===== src/rtl/dispatch_pkg.sv =====
// Shared constants, station ids and payload types for the dispatch stage.
// Also holds the per-operand source resolution helper.
package dispatch_pkg;

   localparam int unsigned NUM_STATIONS = 4;
   localparam int unsigned RS_DEPTH     = 2;
   localparam int unsigned IDX_W        = $clog2(RS_DEPTH);
   localparam int unsigned SID_W        = 2;
   localparam int unsigned TAG_W        = SID_W + IDX_W;
   localparam int unsigned DATA_W       = 32;
   localparam int unsigned REG_W        = 5;
   localparam int unsigned NUM_REGS     = 32;
   localparam int unsigned STN_W        = 4;
   localparam int unsigned FN_W         = 6;
   localparam int unsigned IMM_W        = 16;

   localparam logic [STN_W-1:0] STATION_NONE   = 4'd0;
   localparam logic [STN_W-1:0] STATION_ALU    = 4'd1;
   localparam logic [STN_W-1:0] STATION_MULDIV = 4'd2;
   localparam logic [STN_W-1:0] STATION_BRANCH = 4'd3;
   localparam logic [STN_W-1:0] STATION_MEM    = 4'd4;

   typedef struct packed {
      logic              ready;
      logic [TAG_W-1:0]  tag;
      logic [DATA_W-1:0] val;
   } operand_t;

   typedef struct packed {
      logic             busy;
      logic [TAG_W-1:0] tag;
   } reg_status_t;

   // Unused/r0 operands are ready zero; busy operands may be bypassed from the CDB.
   function automatic operand_t resolve_operand(
      input logic              has_reg,
      input logic [REG_W-1:0]  idx,
      input reg_status_t       st,
      input logic [DATA_W-1:0] rf_data,
      input logic              cdb_valid,
      input logic [TAG_W-1:0]  cdb_tag,
      input logic [DATA_W-1:0] cdb_data
   );
      operand_t op;
      op = '0;
      if (!has_reg || idx == '0) begin
         op.ready = 1'b1;
      end else if (!st.busy) begin
         op.ready = 1'b1;
         op.val   = rf_data;
      end else if (cdb_valid && cdb_tag == st.tag) begin
         op.ready = 1'b1;
         op.val   = cdb_data;
      end else begin
         op.tag = st.tag;
      end
      return op;
   endfunction

endpackage


===== src/rtl/dispatch_unit_reg_status.sv =====
// Register status table: busy/producer-tag per architectural register.
// Two combinational lookups, one dispatch write, CDB tag-match clear.
module reg_status_table
   import dispatch_pkg::*;
(
   input  logic             clk,
   input  logic             rst,
   input  logic [REG_W-1:0] rd_addr_1,
   input  logic [REG_W-1:0] rd_addr_2,
   output reg_status_t      rd_status_1_c,
   output reg_status_t      rd_status_2_c,
   input  logic             wr_en,
   input  logic [REG_W-1:0] wr_addr,
   input  logic [TAG_W-1:0] wr_tag,
   input  logic             cdb_valid,
   input  logic [TAG_W-1:0] cdb_tag
);

   reg_status_t status_q [NUM_REGS];

   assign rd_status_1_c = status_q[rd_addr_1];
   assign rd_status_2_c = status_q[rd_addr_2];

   // The dispatch write comes last so it wins over a same-cycle CDB clear.
   always_ff @(posedge clk) begin
      if (rst) begin
         for (int i = 0; i < NUM_REGS; i++) status_q[i] <= '0;
      end else begin
         for (int i = 0; i < NUM_REGS; i++) begin
            if (cdb_valid && status_q[i].busy && status_q[i].tag == cdb_tag)
               status_q[i].busy <= 1'b0;
         end
         if (wr_en && wr_addr != '0)
            status_q[wr_addr] <= '{busy: 1'b1, tag: wr_tag};
      end
   end

endmodule


===== src/rtl/dispatch_unit.sv =====
// Dispatch stage: resolves operands, allocates a reservation-station slot
// and issues a registered entry one cycle after acceptance.
module dispatch_unit
   import dispatch_pkg::*;
(
   input  logic              clk,
   input  logic              rst,
   input  logic              in_valid,
   output logic              in_ready,
   input  logic [STN_W-1:0]  rs_station,
   input  logic [FN_W-1:0]   alu_fn,
   input  logic [REG_W-1:0]  register_1,
   input  logic [REG_W-1:0]  register_2,
   input  logic [REG_W-1:0]  register_target,
   input  logic              has_register_1,
   input  logic              has_register_2,
   input  logic              has_target,
   input  logic [IMM_W-1:0]  immediate,
   output logic [REG_W-1:0]  rf_addr_1,
   output logic [REG_W-1:0]  rf_addr_2,
   input  logic [DATA_W-1:0] rf_data_1,
   input  logic [DATA_W-1:0] rf_data_2,
   input  logic              cdb_valid,
   input  logic [TAG_W-1:0]  cdb_tag,
   input  logic [DATA_W-1:0] cdb_data,
   input  logic              rel_valid,
   input  logic [TAG_W-1:0]  rel_tag,
   output logic              issue_valid,
   output logic [STN_W-1:0]  issue_station,
   output logic [TAG_W-1:0]  issue_tag,
   output logic [FN_W-1:0]   issue_alu_fn,
   output logic [IMM_W-1:0]  issue_imm,
   output logic              issue_has_dest,
   output logic              src1_ready,
   output logic              src2_ready,
   output logic [TAG_W-1:0]  src1_tag,
   output logic [TAG_W-1:0]  src2_tag,
   output logic [DATA_W-1:0] src1_val,
   output logic [DATA_W-1:0] src2_val,
   output logic              illegal_op
);

   logic [NUM_STATIONS-1:0][RS_DEPTH-1:0] free_q, free_next;
   logic [RS_DEPTH-1:0] sel_free;
   logic [SID_W-1:0]    station_idx;
   logic [IDX_W-1:0]    alloc_idx;
   logic [TAG_W-1:0]    alloc_tag;
   logic                station_ok;
   logic                accept_alloc;
   logic                status_wr;
   reg_status_t         status_1, status_2;
   operand_t            op_1, op_2;
   operand_t            src1_q, src2_q;

   assign rf_addr_1 = register_1;
   assign rf_addr_2 = register_2;

   assign station_ok   = (rs_station != STATION_NONE) && (rs_station <= STN_W'(NUM_STATIONS));
   assign station_idx  = SID_W'(rs_station - 4'd1);
   assign sel_free     = free_q[station_idx];
   assign in_ready     = !station_ok || (|sel_free);
   assign accept_alloc = in_valid && station_ok && (|sel_free);
   assign alloc_tag    = TAG_W'({station_idx, alloc_idx});
   assign status_wr    = accept_alloc && has_target && register_target != '0;

   // Lowest-index free slot of the target station.
   always_comb begin
      alloc_idx = '0;
      for (int i = RS_DEPTH - 1; i >= 0; i--) begin
         if (sel_free[i]) alloc_idx = IDX_W'(i);
      end
   end

   // Release sets, allocation clears; both apply in the same cycle.
   always_comb begin
      free_next = free_q;
      if (rel_valid)
         free_next[rel_tag[TAG_W-1 -: SID_W]][rel_tag[IDX_W-1:0]] = 1'b1;
      if (accept_alloc)
         free_next[station_idx][alloc_idx] = 1'b0;
   end

   reg_status_table u_status (
      .clk           (clk),
      .rst           (rst),
      .rd_addr_1     (register_1),
      .rd_addr_2     (register_2),
      .rd_status_1_c (status_1),
      .rd_status_2_c (status_2),
      .wr_en         (status_wr),
      .wr_addr       (register_target),
      .wr_tag        (alloc_tag),
      .cdb_valid     (cdb_valid),
      .cdb_tag       (cdb_tag)
   );

   assign op_1 = resolve_operand(has_register_1, register_1, status_1, rf_data_1,
                                 cdb_valid, cdb_tag, cdb_data);
   assign op_2 = resolve_operand(has_register_2, register_2, status_2, rf_data_2,
                                 cdb_valid, cdb_tag, cdb_data);

   always_ff @(posedge clk) begin
      if (rst) begin
         free_q         <= '1;
         issue_valid    <= 1'b0;
         illegal_op     <= 1'b0;
         issue_station  <= '0;
         issue_tag      <= '0;
         issue_alu_fn   <= '0;
         issue_imm      <= '0;
         issue_has_dest <= 1'b0;
         src1_q         <= '0;
         src2_q         <= '0;
      end else begin
         free_q      <= free_next;
         issue_valid <= accept_alloc;
         illegal_op  <= in_valid && !station_ok;
         if (accept_alloc) begin
            issue_station  <= rs_station;
            issue_tag      <= alloc_tag;
            issue_alu_fn   <= alu_fn;
            issue_imm      <= immediate;
            issue_has_dest <= has_target;
            src1_q         <= op_1;
            src2_q         <= op_2;
         end
      end
   end

   assign src1_ready = src1_q.ready;
   assign src1_tag   = src1_q.tag;
   assign src1_val   = src1_q.val;
   assign src2_ready = src2_q.ready;
   assign src2_tag   = src2_q.tag;
   assign src2_val   = src2_q.val;

endmodule


===== config.mk =====
export PLATFORM = sky130hd
export DESIGN_NAME = dispatch_unit
export DESIGN_NICKNAME = d
export VERILOG_FILES = /design/src/rtl/dispatch_pkg.sv /design/src/rtl/dispatch_unit_reg_status.sv /design/src/rtl/dispatch_unit.sv
export SDC_FILE = /design/constraint.sdc
export NUM_CORES = 1
export LEC_CHECK = 0
export CORE_AREA = 2 2 130 258
export CTS_CLUSTER_SIZE = 10
export DETAILED_ROUTE_END_ITERATION = 7
export DIE_AREA = 0 0 132 260
export PLACE_DENSITY = 0.73
export SLEW_MARGIN = 30
export SYNTH_ARGS = -nofsm -noshare
export SYNTH_HDL_FRONTEND = slang
export SYNTH_SLANG_ARGS = --single-unit

===== constraint.sdc =====
create_clock -name clk -period 7.9 [get_ports clk]
set_clock_uncertainty 0.05 [all_clocks]
set_input_delay 1.185 -clock clk [delete_from_list [all_inputs] [get_ports clk]]
set_output_delay 1.185 -clock clk [all_outputs]
set_load 0.01 [all_outputs]

* After elaboration in Yosys (flattened, before gate mapping)
Memory sizes are Yosys's and may differ from the RTL's. Cells that the tools add are included.
Storage, ports and cells: register bits after elaboration 112, RAM bits 128, input port bits 151, output and inout bits 115, logic and storage cells 348, memories kept 1
Cells by class: add/subtract/negate cells 1, magnitude comparators 9, equality and inequality tests 34, muxes and demuxes 163, bitwise operators 35, reduce and logical (&&, ||, !) cells 88
Memories:
- u_status.status_q | words 32, width 4, read ports 34, clocked after Yosys merged registers in 0, write ports 33, RTL line dispatch_unit_reg_status.sv:19 | reg_status_t status_q [NUM_REGS];
Operators by type and width (count):
- 1-bit 2-to-1 mux | 143
- 32-bit 2-to-1 mux | 4
- 3-bit == test | 34
- 1-bit logical AND | 77
- 35-bit 2-to-1 mux | 2
- 1-bit OR | 32
- 8-bit 2-to-1 mux | 2
- 3-bit 2-to-1 mux | 4
- 5-bit zero test | 2
- 8-bit bitwise AND | 1
- 2-bit demux with 2-bit select | 2
- 8-bit NOT | 1
- 8-bit OR | 1
- 2-bit by 3-bit less-than comparator with 1-bit output (second input constant) | 2
- 2-bit 2-to-1 mux | 3
- 5-bit nonzero test | 1
- 2-bit binary-select mux with 2-bit select | 1
- 2-bit by 1-bit greater-or-equal comparator with 1-bit output (second input constant) | 2
- 4-bit by 3-bit <= comparator with 1-bit output (second input constant) | 1
- 1-bit by 2-bit less-than comparator with 1-bit output (second input constant) | 2
- 4-bit nonzero test | 1
- 1-bit zero test | 3
- 1-bit logical OR | 3
- 1-bit demux with 1-bit select | 2
- other kinds (3) | 4

* Depth between registers and ports, before layout
Gate-level depths: netlist of the first run.
word-level depth 14, gate-level depth with buffers 13, depth with buffers taken out 9

* By module
From an unflattened synthesis of the first run, not the netlist that was laid out.
Second synthesis, totals: cell total of the unflattened synthesis 1189, area, all modules 12974.9 µm²
Modules (own cells, without submodules):
- reg_status_table | instances 1, cells each 605, area each 7983.9 µm², seq. area each 3523.4 µm²
- dispatch_unit | instances 1, cells each 584, area each 4991.0 µm², seq. area each 2242.2 µm²

* Least setup slack after synthesis of the first run
No wires, ideal clock.
path kind input -> register, start input rs_station[0], end memory u_status.status_q[27][0] in the netlist's numbering (enable), setup time 0.305 ns, arrival 3.732 ns, data required time 7.545 ns, path slack 3.813 ns, cell stages on the path 12, path buffers 3, cells stage by stage buf_2 > buf_1 > inv_1 > ha_1 > buf_1 > mux4_2 > o2111ai_1 > nor2_2 > nand3_1 > nor3b_1 > nand3_1 > nand2b_1
RTL lines:
- start, declared | RTL line dispatch_unit.sv:10 | input logic [STN_W-1:0] rs_station,
- end, declared | RTL line dispatch_unit_reg_status.sv:19

* Worst setup path in the final report of the first run
start input rs_station[0], end output in_ready
On the way: longest elaborated chain between the ends 5, elaborated cells on any way between the ends 9, those cells by class add/sub (1); order compare (1); mux (2); reduce/logical (5)
Ends and longest elaborated chain:
- 2-bit by 1-bit subtractor with 2-bit output | RTL line dispatch_unit.sv:59 | assign station_idx = SID_W'(rs_station - 4'd1);
- named net alloc_tag[1] | RTL line dispatch_unit.sv:47 | logic [TAG_W-1:0] alloc_tag;
- 2-bit binary-select mux with 2-bit select | RTL line dispatch_unit.sv:60 | assign sel_free = free_q[station_idx];
- 2-bit 2-to-1 mux (not written as such) | RTL line dispatch_unit.sv:60
- 2-bit OR reduction | RTL line dispatch_unit.sv:61 | assign in_ready = !station_ok || (|sel_free);
- 1-bit logical OR | RTL line dispatch_unit.sv:61
- end, declared | RTL line dispatch_unit.sv:9 | output logic in_ready,
The timed path passes the listed nets, and every way through them passes these cells. The select of a mux whose other input is x is not followed.

==> results of run 1 <==
==> synthesized netlist by cell type (all sizes together) (5+ instances only) <==
cell type,number
o31ai,29
nand2,126
nand3b,32
edfxtp,96
clkbuf,57
nor2b,22
a22o,6
buf,52
a21oi,31
nand3,17
o21ai,44
dfxtp,144
inv,37
a311oi,6
nor2,112
and2,9
mux4,48
xnor2,98
nand4,36
mux2i,42
o22ai,5
nor3,12
nand2b,42
a22oi,78
==> tightest hold or removal path, stage by stage (launching register included) <==
cell	delay, ns
dfxtp_1	0.30
nand2_1	0.05
a21oi_1	0.05
==> per-stage QoR <==
| step | hold slack [ns] | setup slack (ns) |
|---|---|---|
| 5_1_grt | 0.4260 | 2.030 |
| 6_report | 0.4020 | 2.159 |
| 2_1_floorplan | 0.3898 | 3.813 |
| 4_1_cts | 0.4046 | 2.176 |
| 3_5_place_dp | 0.3927 | 1.991 |
| 3_3_place_gp | 0.3886 | 2.071 |
==> sequential cells by signal, indices dropped and copies added (netlist names) <==
register	cells
illegal_op	1
src1_val	32
issue_has_dest	1
src2_tag	3
free_q	8
issue_station	4
src1_tag	3
issue_alu_fn	6
u_status.status_q	128
src2_val	32
issue_imm	16
issue_valid	1
src2_ready	1
issue_tag	3
src1_ready	1
==> layout make-up <==
type	instances	area share [%]
Antenna cell	1	0.01529
Clock buffer	43	4.686
Clock inverter	2	0.2370
Inverter	37	0.8485
Multi-Input combinational cell	852	38.71
Sequential cell	240	35.22
Tap cell	427	3.264
Timing Repair Buffer	288	17.02
==> logic make-up after synthesis <==
logic type / count (synthesis)
AO/OA/AOI/OAI: 227
XOR/XNOR: 100
adder cells (fa/ha/maj): 4
buffers and inverters: 146
flip-flops: 240
multiplexers: 93
other: 1
AND/OR/NAND/NOR: 425
==> metal layers <==
| metal | part of all wire (%) | GRT usage, % | up-vias | wire length (um) |
|---|---|---|---|---|
| li1 | - | - | 4865 | - |
| met1 | 31 | 22.01 | 5135 | 13190 |
| met2 | 54 | 45.98 | 584 | 23050 |
| met3 | 6.2 | 3.548 | 191 | 2621 |
| met4 | 8.1 | 18.33 | 0 | 3435 |
| met5 | 0 | 0 | - | 0 |
==> power by group <==
group | total (W) | leakage, nW | switching, W | internal (W)
registers | 0.00135 | 2.14 | 0.0000325 | 0.00132
clock network | 0.00116 | 0.385 | 0.000496 | 0.000663
logic | 0.000419 | 3.34 | 0.000216 | 0.000203
total | 0.00293 | 5.87 | 0.000745 | 0.00219
==> worst paths after layout <==
path | startpoint | endpoint | slack [ns] | cells past startpoint
worst max-delay path | rs_station[0] | in_ready | 2.16 | 9
worst min-delay path | issue_station[1] | issue_station[1] | 0.40 | 2
worst max register to register | free_q[5] | u_status.status_q[14][0] | 4.86 | 8
worst min register to register | issue_station[1] | issue_station[1] | 0.40 | 2
==> results.md, run 1 <==
- Worst-skew pair later-pin latency: 0.58 ns
- Clk root buf: clkbuf_16
- Initial Util: 39.65%
- IO Port Bufs: 265
- Yosys cell types: 65
- Buffer and inverter count on the worst path: 5
- Tcrit/Tclk final: 72.68%
- Most common cell after layout, fill and taps aside: clkdlybuf4s50_1
- Final Util: 50.78%
- Row count: 93
- Mux cell area share after synthesis: 12.37%
- CP Data Required Time: 6.66 ns
- Fillers: 2959
- Top Ports: 266
- Core Region: 32230 um2
- Cts repair resizes: 0
- Worst path max stage delay: 0.68 ns
- Hold-fix buffers, CTS: 0
- Largest net degree at the start of global routing: 71
- Fin. max-slew vios: 0
- Vias post-DR: 10780
- Syn_area_per_cell: 10.34 um2
- Crit. End Element: output port
- Main flop type after synthesis: dfxtp_1
- Final Hold Vio Count: 0
- Gr usage total: 23.81%
- Post-synth top area cell: dfxtp_1
- CTS H-tree depth: 1
- Crit path max fanout: 37
- Compound-Gate Fraction of Synth Area: 13.21%
- Antenna violations before repair: 1
- RSZ-0062 raised after global routing: no
- Pwr Density: 179.2 nW/um2
- Largest family of logic cells by synthesized area: simple AND/OR/NAND/NOR gates
- DR vias/cell: 5.701
- Leakage: 5.867 nW
- Final WL: 42300 um
- Initial DRC count: 667
- Max clock buf depth: 3
- Routability Congestion: 0.9012
- Synth Area in Simple Gates: 16.44%
- CP Class: input pin to output port
- Die Footprint: 34320 um2
- Critical path startpoint category: input pin
- Final instance area: 16370 um2
- Post-route ant nets: 0
- YS warnings: 0
- Slew HR: 33.44%
- Sequential Area: 5766 um2
- Mapped cell area: 12780 um2
- Area of the multi-input gates: 6336 um2
- Area Overhead vs Synth: 28.07%
- Crit path time final: 5.741 ns
- Top-area cell type share of the netlist area: 22.56%
- CTS sink cnt: 240
- EDFF count, synth: 96
- Worst Hold Class: flop to flop
- Outcome: finished clean
- Max-cap violations: 0
- Setup TNS: 0 ns
- Highest-count cells in the layout ignoring fill and taps: 257 x clkdlybuf4s50_1, 144 x dfxtp_1, 126 x nand2_1, 110 x nor2_1, 98 x xnor2_1
- Height of the die: 260 um
- CTS clock-pin slew for the worst setup and hold paths: 0.05 ns
- Crit-path cells: clkdlybuf4s50_1 > buf_4 > inv_1 > ha_1 > buf_4 > mux4_2 > nor2_1 > nand2_1 > clkdlybuf4s50_1
- Synth top area cells: dfxtp_1 23%, edfxtp_1 23%, mux4_2 6.9%
- Worst vdd ir: 0.2012 mV
- Xor/xnor share of the synthesized area: 6.911%
- Wire per inst: 22.38 um
- Final setup fails: 0
- Final net count: 1602
- Vias in the first global route: 11200
- CTS tree: done
- GRT overflow: 0
- Synth Area in Adders: 0.3916%
- Dpl cells: 1844
- TritonRoute pass-1 iters: 5
- Async set-reset flop share out of synthesis: 0%
- Setup bufs post-CTS: 0
- Fmax: 0.1742 GHz
- Non-Filler Instances: 1890
- Top delay family on crit path: buffers and inverters
- Dpl hpwl: 30870 um
- Crit-path slowest cell: ha_1
- Total power: 0.002933 W
- CTS buffer count: 28
- Number of remaining DRC errors: 0
- Sequential area share after synthesis: 45.11%
- Critical Path AT: 4.51 ns
- Chip width: 132 um
- Worst-Margin Slew: 0.9948 ns
- Layout cells sized above 1: 9.850%
- Area post-placement: 15560 um2
- Yosys reg bits: 240
- Syn Inst Count: 1236
- First-pass GRT wire length: 63090 um
(Power assumes the default switching activity.)
==> inputs of run 2 (changes only) <==
==> constraint.sdc (replaced) <==
create_clock -name clk -period 5.6 [get_ports clk]
set_clock_uncertainty 0.05 [all_clocks]
set_input_delay 0.84 -clock clk [delete_from_list [all_inputs] [get_ports clk]]
set_output_delay 0.84 -clock clk [all_outputs]
set_load 0.01 [all_outputs]
==> results.md, run 2 (synthesized netlist as in run 1, its figures left out) <==
- Max-cap violations: 0
- R2R cell count: 7
- Crit path time final: 4.166 ns
- Reg-to-Reg End: src2_ready
- Worst vdd ir: 0.2629 mV
- Highest-count cells in the layout ignoring fill and taps: 258 x clkdlybuf4s50_1, 144 x dfxtp_1, 126 x nand2_1, 110 x nor2_1, 98 x xnor2_1
- Clk root buf: clkbuf_16
- Die Footprint: 34320 um2
- Routability Congestion: 0.9482
- Largest net degree at the start of global routing: 75
- CP Class: input pin to output port
- RSZ-0062 raised after global routing: no
- Fin. max-slew vios: 0
- Core Region: 32230 um2
- TritonRoute pass-1 iters: 5
- Pwr Density: 253.1 nW/um2
- Hold EP: issue_has_dest
- Critical Path AT: 3.28 ns
- Height of the die: 260 um
- Crit. End Element: output port
- Layout cells sized above 1: 9.836%
- Crit-path cells: clkdlybuf4s50_1 > buf_4 > mux4_2 > nor2_1 > nand2_1 > clkdlybuf4s50_1
- Hold-fix buffers, CTS: 0
- Final Hold Slack: 0.4036 ns
- Final net count: 1603
- First-pass GRT wire length: 66230 um
- Final Hold Vio Count: 0
- Top Ports: 266
- Worst Hold Class: flop to flop
- Outcome: finished clean
- GRT overflow: 0
- CP Data Required Time: 4.71 ns
- Chip width: 132 um
- Gr usage total: 24.99%
- Area Overhead vs Synth: 28.07%
- Vias post-DR: 10940
- Crit-path slowest cell: mux4_2
- Top delay family on crit path: buffers and inverters
- Crit path max fanout: 32
- Fmax: 0.2400 GHz
- Worst-skew pair later-pin latency: 0.57 ns
- Total power: 0.004142 W
- Initial DRC count: 647
- Number of flip-flops in the largest register: 128
- IO Port Bufs: 265
- Initial Util: 39.65%
- Setup TNS: 0 ns
- CTS clock-pin slew for the worst setup and hold paths: 0.05 ns
- DR vias/cell: 5.787
- Wire per inst: 23.26 um
- Buffer and inverter count on the worst path: 3
- Leakage: 5.869 nW
- Most flop-heavy register: u_status.status_q
- Row count: 93
- Most common cell on crit path: clkdlybuf4s50_1
- R2r startpoint: u_status.status_q[11][1]
- Number of remaining DRC errors: 0
- Final WL: 43980 um
- Final setup fails: 0
- Dpl hpwl: 32450 um
- Antenna violations before repair: 0
- Diode count: 0
- Post-route ant nets: 0
- Worst-Margin Slew: 0.9772 ns
- Worst hold start: issue_has_dest
- Most common cell after layout, fill and taps aside: clkdlybuf4s50_1
- CTS tree: done
- Worst R2R Setup Slack: 2.57 ns
- WHS Path Cells: 2
- Worst path max stage delay: 0.60 ns
- Setup bufs post-CTS: 0
- Vias in the first global route: 11230
- Tcrit/Tclk final: 74.40%
- Critical path startpoint category: input pin
- CTS H-tree depth: 1
- Max clock buf depth: 3
- CTS buffer count: 28
- Cts repair resizes: 0
- Slew HR: 34.85%
- CTS sink cnt: 240
==> run 2: power breakdown <==
| group | switching, W | leakage [nW] | internal (W) |
|---|---|---|---|
| sequential | 0.0000473 | 2.14 | 0.00186 |
| clock | 0.000703 | 0.381 | 0.000934 |
| combinational | 0.000306 | 3.35 | 0.000287 |
| total | 0.00106 | 5.87 | 0.00309 |
==> run 2: how the worst max path moves through the flow <==
stage                              from                        to  slack [ns]  depth (start not counted)
after CTS                 rs_station[0]                  in_ready        1.42                          6
final                     rs_station[0]                  in_ready        1.43                          6
after detailed placement  register_2[2]                src2_ready        1.05                         10
after floorplan           rs_station[0]  u_status.status_q[27][0]        1.86                         12
after global routing      rs_station[0]                  in_ready        1.34                          6
after global placement    register_2[2]                src2_ready        1.05                         10
==> run 2: metal layers <==
layer | vias up | track usage, % | part of all wire, %
li1 | 4884 | - | -
met5 | - | 0 | 0
met1 | 5306 | 23.83 | 31
met3 | 178 | 3.450 | 6.1
met4 | 0 | 18.69 | 8.0
met2 | 576 | 47.89 | 55
==> run 2: final cells by class <==
| type | count | area [um2] |
|---|---|---|
| Clock buffer | 44 | 770.7 |
| Multi-Input combinational cell | 852 | 6336 |
| Fill cell | 2984 | 15860 |
| Tap cell | 427 | 534.3 |
| Inverter | 37 | 138.9 |
| Clock inverter | 2 | 25.02 |
| Sequential cell | 240 | 5766 |
| Timing Repair Buffer | 289 | 2798 |
==> run 2: through the flow <==
stage | cell area [um2] | utilization, % | std cells | setup slack, ns
2_1_floorplan | 12790 | - | 1238 | 1.858
3_3_place_gp | 15570 | 48.31 | 1845 | 1.051
3_5_place_dp | 15570 | 48.31 | 1845 | 1.051
4_1_cts | 16370 | 50.78 | 1891 | 1.423
5_1_grt | 16370 | 50.78 | 1891 | 1.337
6_report | 16370 | 50.78 | 1891 | 1.434
==> run 2: worst register-to-register path, delay by kind of cell (launching register included) <==
| kind | cells | cell delay, ns |
|---|---|---|
| XOR/XNOR | 1 | 0.22 |
| AO/OA/AOI/OAI | 2 | 0.55 |
| flip-flops | 1 | 0.46 |
| buffers and inverters | 1 | 0.33 |
| multiplexers | 3 | 1.32 |
==> inputs of run 3 (changes only) <==
--- a/config.mk
+++ b/config.mk
@@ -9,7 +9,7 @@
 export CTS_CLUSTER_SIZE = 10
 export DETAILED_ROUTE_END_ITERATION = 7
 export DIE_AREA = 0 0 132 260
-export PLACE_DENSITY = 0.73
+export PLACE_DENSITY = 0.76
 export SLEW_MARGIN = 30
 export SYNTH_ARGS = -nofsm -noshare
 export SYNTH_HDL_FRONTEND = slang
==> constraint.sdc (replaced) <==
create_clock -name clk -period 3.6 [get_ports clk]
set_clock_uncertainty 0.05 [all_clocks]
set_input_delay 0.54 -clock clk [delete_from_list [all_inputs] [get_ports clk]]
set_output_delay 0.54 -clock clk [all_outputs]
set_load 0.01 [all_outputs]
==> results.md, run 3 (synthesized netlist as in run 1, its figures left out) <==
- Most flop-heavy register: u_status.status_q
- Antenna violations before repair: 2
- Routability Congestion: 0.9391
- Worst vdd ir: 0.4304 mV
- Initial DRC count: 758
- Fin. max-slew vios: 0
- Initial Util: 39.65%
- Most common cell on crit path: nand3_1
- Worst-skew pair later-pin latency: 0.56 ns
- Vias in the first global route: 11450
- Post-route ant nets: 0
- Worst path max stage delay: 0.65 ns
- Area Overhead vs Synth: 32.20%
- CTS clock-pin slew for the worst setup and hold paths: 0.05 ns
- Cts repair resizes: 0
- Critical path startpoint category: input pin
- Slew HR: 51.26%
- Row count: 93
- Dpl cells: 1896
- Final net count: 1653
- CTS tree: done
- CTS H-tree depth: 1
- Wire per inst: 22.40 um
- Crit-path cells: clkdlybuf4s50_1 > inv_1 > ha_1 > mux4_2 > o2111ai_2 > nor2_2 > nand3_1 > nor3b_1 > nand3_1 > nand2b_1
- Gr usage total: 24.54%
- Final instance area: 16900 um2
- Crit. End Element: flop
- IO Port Bufs: 265
- Area post-placement: 16140 um2
- Max-cap violations: 0
- Hold-fix buffers, CTS: 0
- Dpl hpwl: 32840 um
- Max clock buf depth: 3
- Setup bufs post-CTS: 0
- Vias post-DR: 11010
- Worst-Margin Slew: 0.7311 ns
- Tcrit/Tclk final: 89.63%
- Most common cell after layout, fill and taps aside: clkdlybuf4s50_1
- CP Data Required Time: 3.80 ns
- Top Ports: 266
- Crit path max fanout: 5
- Outcome: finished clean
- Highest-count cells in the layout ignoring fill and taps: 259 x clkdlybuf4s50_1, 144 x dfxtp_1, 126 x nand2_1, 110 x nor2_1, 98 x xnor2_1
- Number of remaining DRC errors: 0
- Leakage: 6.157 nW
- Largest net degree at the start of global routing: 74
- Setup TNS: 0 ns
- Clk root buf: clkbuf_16
- Crit path time final: 3.227 ns
- CTS buffer count: 27
- RSZ-0062 raised after global routing: no
- Final setup fails: 0
- DR vias/cell: 5.669
- Critical Path AT: 3.42 ns
- First-pass GRT wire length: 65450 um
- Chip width: 132 um
- Final Hold Vio Count: 0
- Final Hold Slack: 0.3460 ns
- CTS sink cnt: 240
- Final Util: 52.42%
- CP Class: input pin to flop
- Crit-path slowest cell: nor3b_1
- Fmax: 0.3099 GHz
- Number of flip-flops in the largest register: 128
- Non-Filler Instances: 1942
- Pwr Density: 380.3 nW/um2
- Die Footprint: 34320 um2
- Final WL: 43490 um
- Core Region: 32230 um2
- Worst Hold Class: input pin to flop
- Height of the die: 260 um
- TritonRoute pass-1 iters: 6
- GRT overflow: 0
- Layout cells sized above 1: 12.62%
-- run 3: cell count changes in the layout (fill, tap and decap cells not counted), sizes merged --
cell / delta
buf: +50
clkinv: -1
clkbuf: -1
diode: +2
clkdlybuf4s50: +1
-- run 3: layout make-up --
type,count,area [um2]
fillers,2880,15340
multi-input cells,852,6336
flip-flops and latches,240,5766
repair buffers,340,3361
clock buffers,43,735.7
well taps,427,534.3
inverters,37,138.9
clock inverters,1,20.02
diodes,2,5.005
-- run 3: path summary, 6_finish.rpt --
check / start / to / slack (ns) / depth (start not counted)
max: rs_station[0] / u_status.status_q[27][1] / 0.37 / 10
min: cdb_tag[1] / src2_tag[1] / 0.35 / 3
max reg2reg: u_status.status_q[29][0] / src2_val[9] / 0.70 / 8
min reg2reg: issue_imm[12] / issue_imm[12] / 0.40 / 2
-- run 3: worst max-delay path: cells and delay by family --
kind                       cells  cell delay, ns
buffers and inverters          2            0.54
AOI/OAI and AO/OA              1            0.16
muxes                          1            0.25
and+or+nand+nor                5            1.59
adders and majority gates      1            0.34
-- run 3: power by group --
part	switching, W	internal, W	leakage [nW]	total [W]
registers	0.0000748	0.00290	2.14	0.00297
logic	0.000480	0.000490	3.65	0.000971
clock network	0.00109	0.00139	0.361	0.00248
-- run 3: layer usage --
metal	share of wire, %	GRT usage [%]	up-vias
li1	-	-	4983
met1	31	22.38	5252
met2	54	47.41	576
met3	6.5	3.743	199
met4	8.9	19.44	0
met5	0	0	-
-- run 3: metrics by stage --
step                total power, W  setup slack [ns]
floorplan                 0.003534            0.1582
global placement          0.003967           -0.1095
detailed placement        0.003989           -0.1882
CTS                       0.006448            0.3771
global route              0.006628            0.1552
finish                    0.006426            0.3733
